[src/rtl/debouncer.sv]
// debouncer: accepts a 4-bit keypad code only after the raw key-down strobe
// has stayed high, with an unchanged code, long enough to ride out contact
// bounce. A release is debounced the same way before a new press is armed.
//
// Ports:
//   clk          system clock, rising edge
//   reset        asynchronous, active-low reset
//   sig_in       raw key code from the scanner
//   key_pressed  raw (bouncy) key-down indication
//   sig_out      debounced key code, registered
module debouncer #(
    parameter int unsigned DEBOUNCE_CYCLES = 960000,
    parameter int unsigned CNT_W           = $clog2(DEBOUNCE_CYCLES + 1)
) (
    input  logic       clk,
    input  logic       reset,
    input  logic [3:0] sig_in,
    input  logic       key_pressed,
    output logic [3:0] sig_out
);

    typedef enum logic [1:0] {
        IDLE     = 2'd0,
        DEBOUNCE = 2'd1,
        PRESSED  = 2'd2,
        RELEASE  = 2'd3
    } state_t;

    localparam logic [CNT_W-1:0] CNT_MAX = CNT_W'(DEBOUNCE_CYCLES);

    state_t           state, state_d;
    logic [CNT_W-1:0] counter, counter_d;
    logic [CNT_W-1:0] counter_inc;
    logic [3:0]       candidate, candidate_d;
    logic [3:0]       sig_out_q, sig_out_d;
    logic             counter_done;

    assign counter_done = (counter == CNT_MAX);

    // Saturating increment: the counter never runs past the terminal count.
    assign counter_inc = counter_done ? counter : counter + CNT_W'(1);

    assign sig_out = sig_out_q;

    always_comb begin
        state_d     = state;
        counter_d   = counter;
        candidate_d = candidate;
        sig_out_d   = sig_out_q;

        case (state)
            IDLE: begin
                if (key_pressed) begin
                    // A new press always clears the previously accepted code.
                    state_d     = DEBOUNCE;
                    counter_d   = CNT_W'(1);
                    candidate_d = sig_in;
                    sig_out_d   = '0;
                end
            end

            DEBOUNCE: begin
                if (!key_pressed) begin
                    state_d   = IDLE;
                    counter_d = '0;
                end else if (sig_in != candidate) begin
                    // Code changed mid-press: restart the qualification window.
                    candidate_d = sig_in;
                    counter_d   = CNT_W'(1);
                end else if (counter_done) begin
                    state_d   = PRESSED;
                    sig_out_d = candidate;
                    counter_d = '0;
                end else begin
                    counter_d = counter_inc;
                end
            end

            PRESSED: begin
                if (!key_pressed) begin
                    state_d   = RELEASE;
                    counter_d = CNT_W'(1);
                end
            end

            RELEASE: begin
                if (key_pressed) begin
                    // Bounce during release: start the release window over.
                    counter_d = '0;
                end else if (counter_done) begin
                    state_d   = IDLE;
                    counter_d = '0;
                end else begin
                    counter_d = counter_inc;
                end
            end

            default: begin
                state_d     = IDLE;
                counter_d   = '0;
                candidate_d = '0;
                sig_out_d   = '0;
            end
        endcase
    end

    always_ff @(posedge clk or negedge reset) begin
        if (!reset) begin
            state     <= IDLE;
            counter   <= '0;
            candidate <= '0;
            sig_out_q <= '0;
        end else begin
            state     <= state_d;
            counter   <= counter_d;
            candidate <= candidate_d;
            sig_out_q <= sig_out_d;
        end
    end

endmodule

[config.mk]
export PLATFORM = sky130hd
export DESIGN_NAME = debouncer
export DESIGN_NICKNAME = d
export VERILOG_FILES = /design/src/rtl/debouncer.sv
export SDC_FILE = /design/constraint.sdc
export NUM_CORES = 1
export LEC_CHECK = 0
export BUFFER_PORTS_ARGS = -buffer_cell sky130_fd_sc_hd__buf_2
export CORE_MARGIN = 2
export CORE_UTILIZATION = 60
export CTS_BUF_LIST = sky130_fd_sc_hd__clkbuf_2 sky130_fd_sc_hd__clkbuf_4 sky130_fd_sc_hd__clkbuf_8
export DETAILED_ROUTE_END_ITERATION = 6
export GPL_TIMING_DRIVEN = 1
export PLACE_DENSITY = 0.79
export SYNTH_ARGS = -nofsm -noshare
export SYNTH_HDL_FRONTEND = slang
export SYNTH_SLANG_ARGS = --single-unit
export TNS_END_PERCENT = 10
[constraint.sdc]
create_clock -name clk -period 6.3 [get_ports clk]
set_clock_uncertainty 0.15 [all_clocks]
set_input_delay 0.315 -clock clk [delete_from_list [all_inputs] [get_ports clk]]
set_output_delay 0.315 -clock clk [all_outputs]
set_load 0.01 [all_outputs]
==> results of run 1 <==
cell usage after synthesis (2+ instances only):
master,count,area [um2]
dfrtp_1,30,751
nand2_1,30,113
nor3_1,10,50.1
nor2_1,8,30.0
o21ai_0,8,40.0
a22o_1,7,61.3
and2_1,7,43.8
nand3_1,7,35.0
nand4_1,7,43.8
xnor2_1,7,61.3
nor3b_1,5,37.5
nor4_1,5,31.3
and3_1,4,25.0
clkbuf_1,4,15.0
inv_1,4,15.0
mux2i_1,4,40.0
o22a_1,4,35.0
a221o_1,3,30.0
a31oi_1,3,18.8
nand2b_1,3,18.8
nor2b_1,3,18.8
o21a_1,3,22.5
o311ai_0,3,26.3
o31ai_1,3,22.5
a21o_1,2,15.0
ha_1,2,25.0
nor4b_1,2,17.5
report_power, final:
part / switching, W / total, W / internal [W]
Combinational: 0.0000213 / 0.0000322 / 0.0000108
Clock: 0.0000706 / 0.000153 / 0.0000821
Sequential: 0.00000445 / 0.000201 / 0.000196
worst min path at each step:
stage	start	endpoint	slack, ps	cells past startpoint
final	sig_in[2]	candidate[2]	40	3
after global routing	sig_in[2]	candidate[2]	50	3
after CTS	sig_in[2]	candidate[2]	30	3
after detailed placement	reset	counter[10]	240	1
after global placement	reset	counter[10]	230	1
after floorplan	reset	async pin	-130	0
stage by stage:
| stage | instances | cell area [um2] | utilization |
|---|---|---|---|
| global route | 240 | 1960 | 0.698 |
| detailed placement | 231 | 1870 | 0.666 |
| finish | 240 | 1960 | 0.698 |
| global placement | 231 | 1870 | 0.666 |
| CTS | 240 | 1960 | 0.698 |
| floorplan | 196 | 1810 | - |
critical path: stages, from the launching register on:
cell     delay, ps
dfrtp_1        450
inv_1           90
ha_1           150
nor4b_1        330
nand3_1        260
o21ai_4        580
nor2_2         190
a221o_1        370
kinds of logic (layout without fill, tap and decap cells):
group / Yosys count / in the layout / share of synthesized area
adders and majority gates: 2 / 2 / 0.0138
AOI/OAI and AO/OA: 40 / 40 / 0.171
xor gates and xnor gates: 8 / 8 / 0.0387
muxes: 4 / 4 / 0.0221
buffers and inverters: 11 / 24 / 0.0297
and+or+nand+nor: 101 / 101 / 0.311
DFF: 30 / 30 / 0.414
state kept, by name, summed over array words and instances (netlist names), named ones only:
signal,flops
counter,20
candidate,4
sig_out,4
state,1
metal layers:
| metal | vias to the layer above | GRT usage | share of wire |
|---|---|---|---|
| li1 | 750 | - | - |
| met1 | 767 | 0.376 | 0.48 |
| met2 | 46 | 0.346 | 0.45 |
| met3 | 8 | 0.0681 | 0.060 |
| met4 | 0 | 0.101 | 0.012 |
| met5 | - | 0 | 0 |
cell type report:
type,instances,area (um2)
clock buffers,5,37.5
well taps,31,38.8
inverters,4,15.0
clock inverters,3,40.0
flip-flops and latches,30,751
fillers,217,848
repair buffers,12,67.6
multi-input cells,155,1010
==> out/qor.csv, run 1 <==
metric,value,unit
status,"finished, final reports clean",
CTS Hold Bufs,1,
share of layout cells above drive strength 1,0.120,
antenna cell count,0,
clk sink count,30,
Max Slew Vio Count,0,
FMAX,372,MHz
Yosys cell types,45,
CTS Buffer Depth,2,
setup repair bufs after CTS,0,
most frequent cells in the layout,"nand2_1, dfrtp_1, nor3_1, buf_2",
FP Rows,19,
Die Y,59.0,um
Max VDD drop,154,uV
final hold slack,38.6,ps
Routed Antenna Nets,0,
Crit. End Element,flip-flop,
max_cap viols,0,
Vias,1571,
Most used DFF post-synth,dfrtp_1,
Worst-path clk slew,100,ps
Final #Nets,217,
DRT Wirelength,3870,um
FF-to-FF Start,counter[1],
DR pass1 iterations,4,
Crit. Startpoint,counter[1],
number of global-route vias before repair,1409,
worst-margin pin slew,662,ps
Post-synth EDFFs,0,
Worst-Skew Late Latency,340,ps
core area,0.00281,mm2
cells on worst reg2reg path,7,
fin crit share,0.426,
DRC errors left,0,
Buffers on Ports,10,
async set or reset register ratio after synthesis,1.00,
Final min period,2690,ps
"worst slack, placed",3680,ps
final HPWL from detailed placement,2730,um
first-pass GRT wire length,6520,um
CP Max Fanout,24,
WL/cell,16.1,um
DIE AREA,0.00348,mm2
Cells after Synth,196,
Hold Path Class,in -> reg,
Worst Path Required,6370,ps
Final WS setup,3610,ps
arrival time at the worst endpoint,2760,ps
drt initial violations,116,
Die Width,59.0,um
Seq cells post-synth,30,
Critical Path End,counter[4],
vias per cell,6.55,
cts repair resizes,0,
RSZ-0062 raised after global routing,no,
"Avg Cell Area, Syn",9.24,um2
synth warn,0,
Layout Area Growth over Synthesis,8.01,%
Inserted Clock Buffers,5,
Worst R2R Setup Slack,3610,ps
GRT Residual Overflow,0,
RR Endpoint,counter[4],
TritonCTS clock tree,built,
initial antenna violation count,0,
critical path type,reg -> reg,
Syn Nets,205,
Post-Route Setup TNS,0,ps
htree depth,2,
Critical Path Source Type,flip-flop,
final hold vios,0,
overall power,0.000385,W
initial core utilization,0.646,
Power Dens Cells,197,mW/mm2
clk root buf,clkbuf_4,
total track usage,0.252,
Final setup viols,0,
sequential area share after synthesis,0.414,
synthesized area,0.00181,mm2
# IOs,11,
Leak Pwr,0.839,nW
Slew HR,0.559,
gpl congestion,0.867,
largest net degree at the start of global routing,31,
(Power assumes the default switching activity.)
==> run 2: changes to the inputs <==
ABC_AREA = 1   (was unset)
clock period = 2.5 ns   (was 6.3 ns; I/O delays follow)
==> out/qor.csv, run 2 <==
metric,value,unit,change
Final min period,1810,ps,-881 ps
Worst-path clk slew,100,ps,about the same
FMAX,554,MHz,+49%
Final setup viols,0,,unchanged
Seq cells post-synth,30,,unchanged
"leading cell type in the layout, fill and taps excluded",nand2_1,,
sequential area share after synthesis,0.375,,-0.0389
Crit. End Element,flip-flop,,
Yosys cell types,33,,-27%
most frequent cells after synthesis,"nand2_1, inv_1, dfrtp_1, nor2_1, nand3_1",,
DR pass1 iterations,4,,unchanged
Filler Cell Count,263,,+21%
Syn Nets,283,,+38%
share of layout cells above drive strength 1,0.186,,+0.0668
CTS Buffer Depth,2,,unchanged
"Avg Cell Area, Syn",7.30,um2,-21%
FF-to-FF Start,counter[0],,
Post-Route Setup TNS,0,ps,unchanged
# IOs,11,,unchanged
post-route core utilization,0.711,,+0.0137
initial core utilization,0.644,,-0.00150
Post-synth EDFFs,0,,unchanged
Buffers on Ports,10,,unchanged
overall power,0.00152,W,+290%
status,"finished, final reports clean",,
Power Dens Cells,690,mW/mm2,+250%
synth warn,0,,unchanged
Critical Path Source Type,flip-flop,,
Worst-Skew Late Latency,340,ps,about the same
max_cap viols,0,,unchanged
Synth top area share,0.375,,-0.0389
DRT Wirelength,4120,um,+6.4%
Max Slew Vio Count,0,,unchanged
most frequent cells in the layout,"nand2_1, inv_1, dfrtp_1",,
setup repair bufs after CTS,0,,unchanged
CTS Hold Bufs,6,,+5
cts repair resizes,0,,unchanged
DRC errors left,0,,unchanged
antenna cell count,0,,unchanged
htree depth,2,,unchanged
synthesized area,0.00200,mm2,+10%
core area,0.00310,mm2,+11%
Layout Area Growth over Synthesis,10.4,%,
Most used DFF post-synth,dfrtp_1,,
final hold slack,198,ps,+160 ps
largest net degree at the start of global routing,31,,unchanged
Die Y,61.7,um,+4.7%
number of global-route vias before repair,1552,,+10%
WL/cell,12.2,um,-25%
critical path type,reg -> reg,,
DIE AREA,0.00381,mm2,+9.6%
Max VDD drop,521,uV,+240%
fin crit share,0.722,,+0.296
arrival time at the worst endpoint,1870,ps,-890 ps
Slew HR,0.544,,-0.0146
total track usage,0.251,,-0.00167
Crit. Startpoint,counter[0],,
async set or reset register ratio after synthesis,1.00,,unchanged
clk root buf,clkbuf_4,,
RSZ-0062 raised after global routing,no,,
TritonCTS clock tree,built,,
CP Max Fanout,14,,-42%
FP Rows,20,,+1
Die Width,61.7,um,+4.7%
final HPWL from detailed placement,2990,um,+9.5%
gpl congestion,0.833,,-3.9%
sequential cell area,751,um2,unchanged
Cells after Synth,274,,+40%
Routed Antenna Nets,0,,unchanged
GRT Residual Overflow,0,,unchanged
Hold Path Class,in -> async,,
area of the multi-input gates,0.00106,mm2,+5.7%
max FFs per register,20,,unchanged
Final #Nets,303,,+40%
drt initial violations,177,,+53%
first-pass GRT wire length,6810,um,+4.4%
final hold vios,0,,unchanged
"count leader, synth",nand2_1,,
post-synth top area cell,dfrtp_1,,
Vias,1711,,+8.9%
worst-margin pin slew,684,ps,+21.9 ps
clk sink count,30,,unchanged
Worst Path Required,2570,ps,-3800 ps
initial antenna violation count,0,,unchanged
Leak Pwr,1.05,nW,+25%
vias per cell,5.05,,-23%
most flop-heavy register,counter,,
Inserted Clock Buffers,5,,unchanged
"top cells by area, synth","dfrtp_1, nand2_1, inv_1",,
## run 2: cell count changes after synthesis, moves of 9 or more
cell	before	now
nor2_1	8	29
nand3_1	7	17
nor3_1	10	1
inv_1	4	34
nand2_1	30	87
## run 2: routing by layer
metal | up-vias | part of all wire | routed length, um | global-route usage
met2 | 20 | 0.45 | 1870 | 0.398
met4 | 0 | 0.019 | 79 | 0.100
li1 | 896 | - | - | -
met5 | - | 0 | 0 | 0
met3 | 6 | 0.031 | 129 | 0.0621
met1 | 789 | 0.49 | 2040 | 0.330
## run 2: final cells by class
class | count | share of cell area
Multi-Input combinational cell | 199 | 0.482
Sequential cell | 30 | 0.340
Inverter | 41 | 0.0703
Timing Repair Buffer | 17 | 0.0533
Clock buffer | 7 | 0.0266
Tap cell | 44 | 0.0249
Clock inverter | 1 | 0.00227
## run 2: metrics by stage
stage,worst slack (ps),instance area (um2),instances
after floorplan,863,2000,274
after global placement,744,2080,325
after detailed placement,703,2080,325
after CTS,687,2210,339
after global routing,543,2210,339
final,695,2210,339
## run 2: path summary, 6_finish.rpt
check / endpoint / slack [ps] / cells after the start
setup / recovery: counter[11] / 690 / 9
setup reg to reg: counter[11] / 690 / 9
max in group asynchronous: counter[6] / 1560 / 2
min in group clk: sig_out[1] / 340 / 2
hold reg to reg: sig_out[1] / 340 / 2
hold / removal: candidate[0] / 200 / 2
## run 2: report_power, final
| group | switching [W] | internal, W |
|---|---|---|
| logic | 0.000375 | 0.000182 |
| clock network | 0.000176 | 0.000147 |
| registers | 0.0000699 | 0.000572 |
## run 2: kinds of logic (layout without fill, tap and decap cells)
kind of cell	after synthesis	count (layout)	share of synthesized area
AOI/OAI and AO/OA	30	30	0.116
xor gates and xnor gates	9	9	0.0394
and+or+nand+nor	158	158	0.365
adders and majority gates	2	2	0.0125
DFF	30	30	0.375
buffers and inverters	45	66	0.0920
## run 2: worst max-delay path, cell delays in order (launching register included)
cell	delay [ps]
dfrtp_1	430
inv_1	90
ha_1	140
inv_1	30
nor2_1	80
nand2_1	70
nor2_2	150
nand3_4	130
nand4_4	270
o21ai_0	130
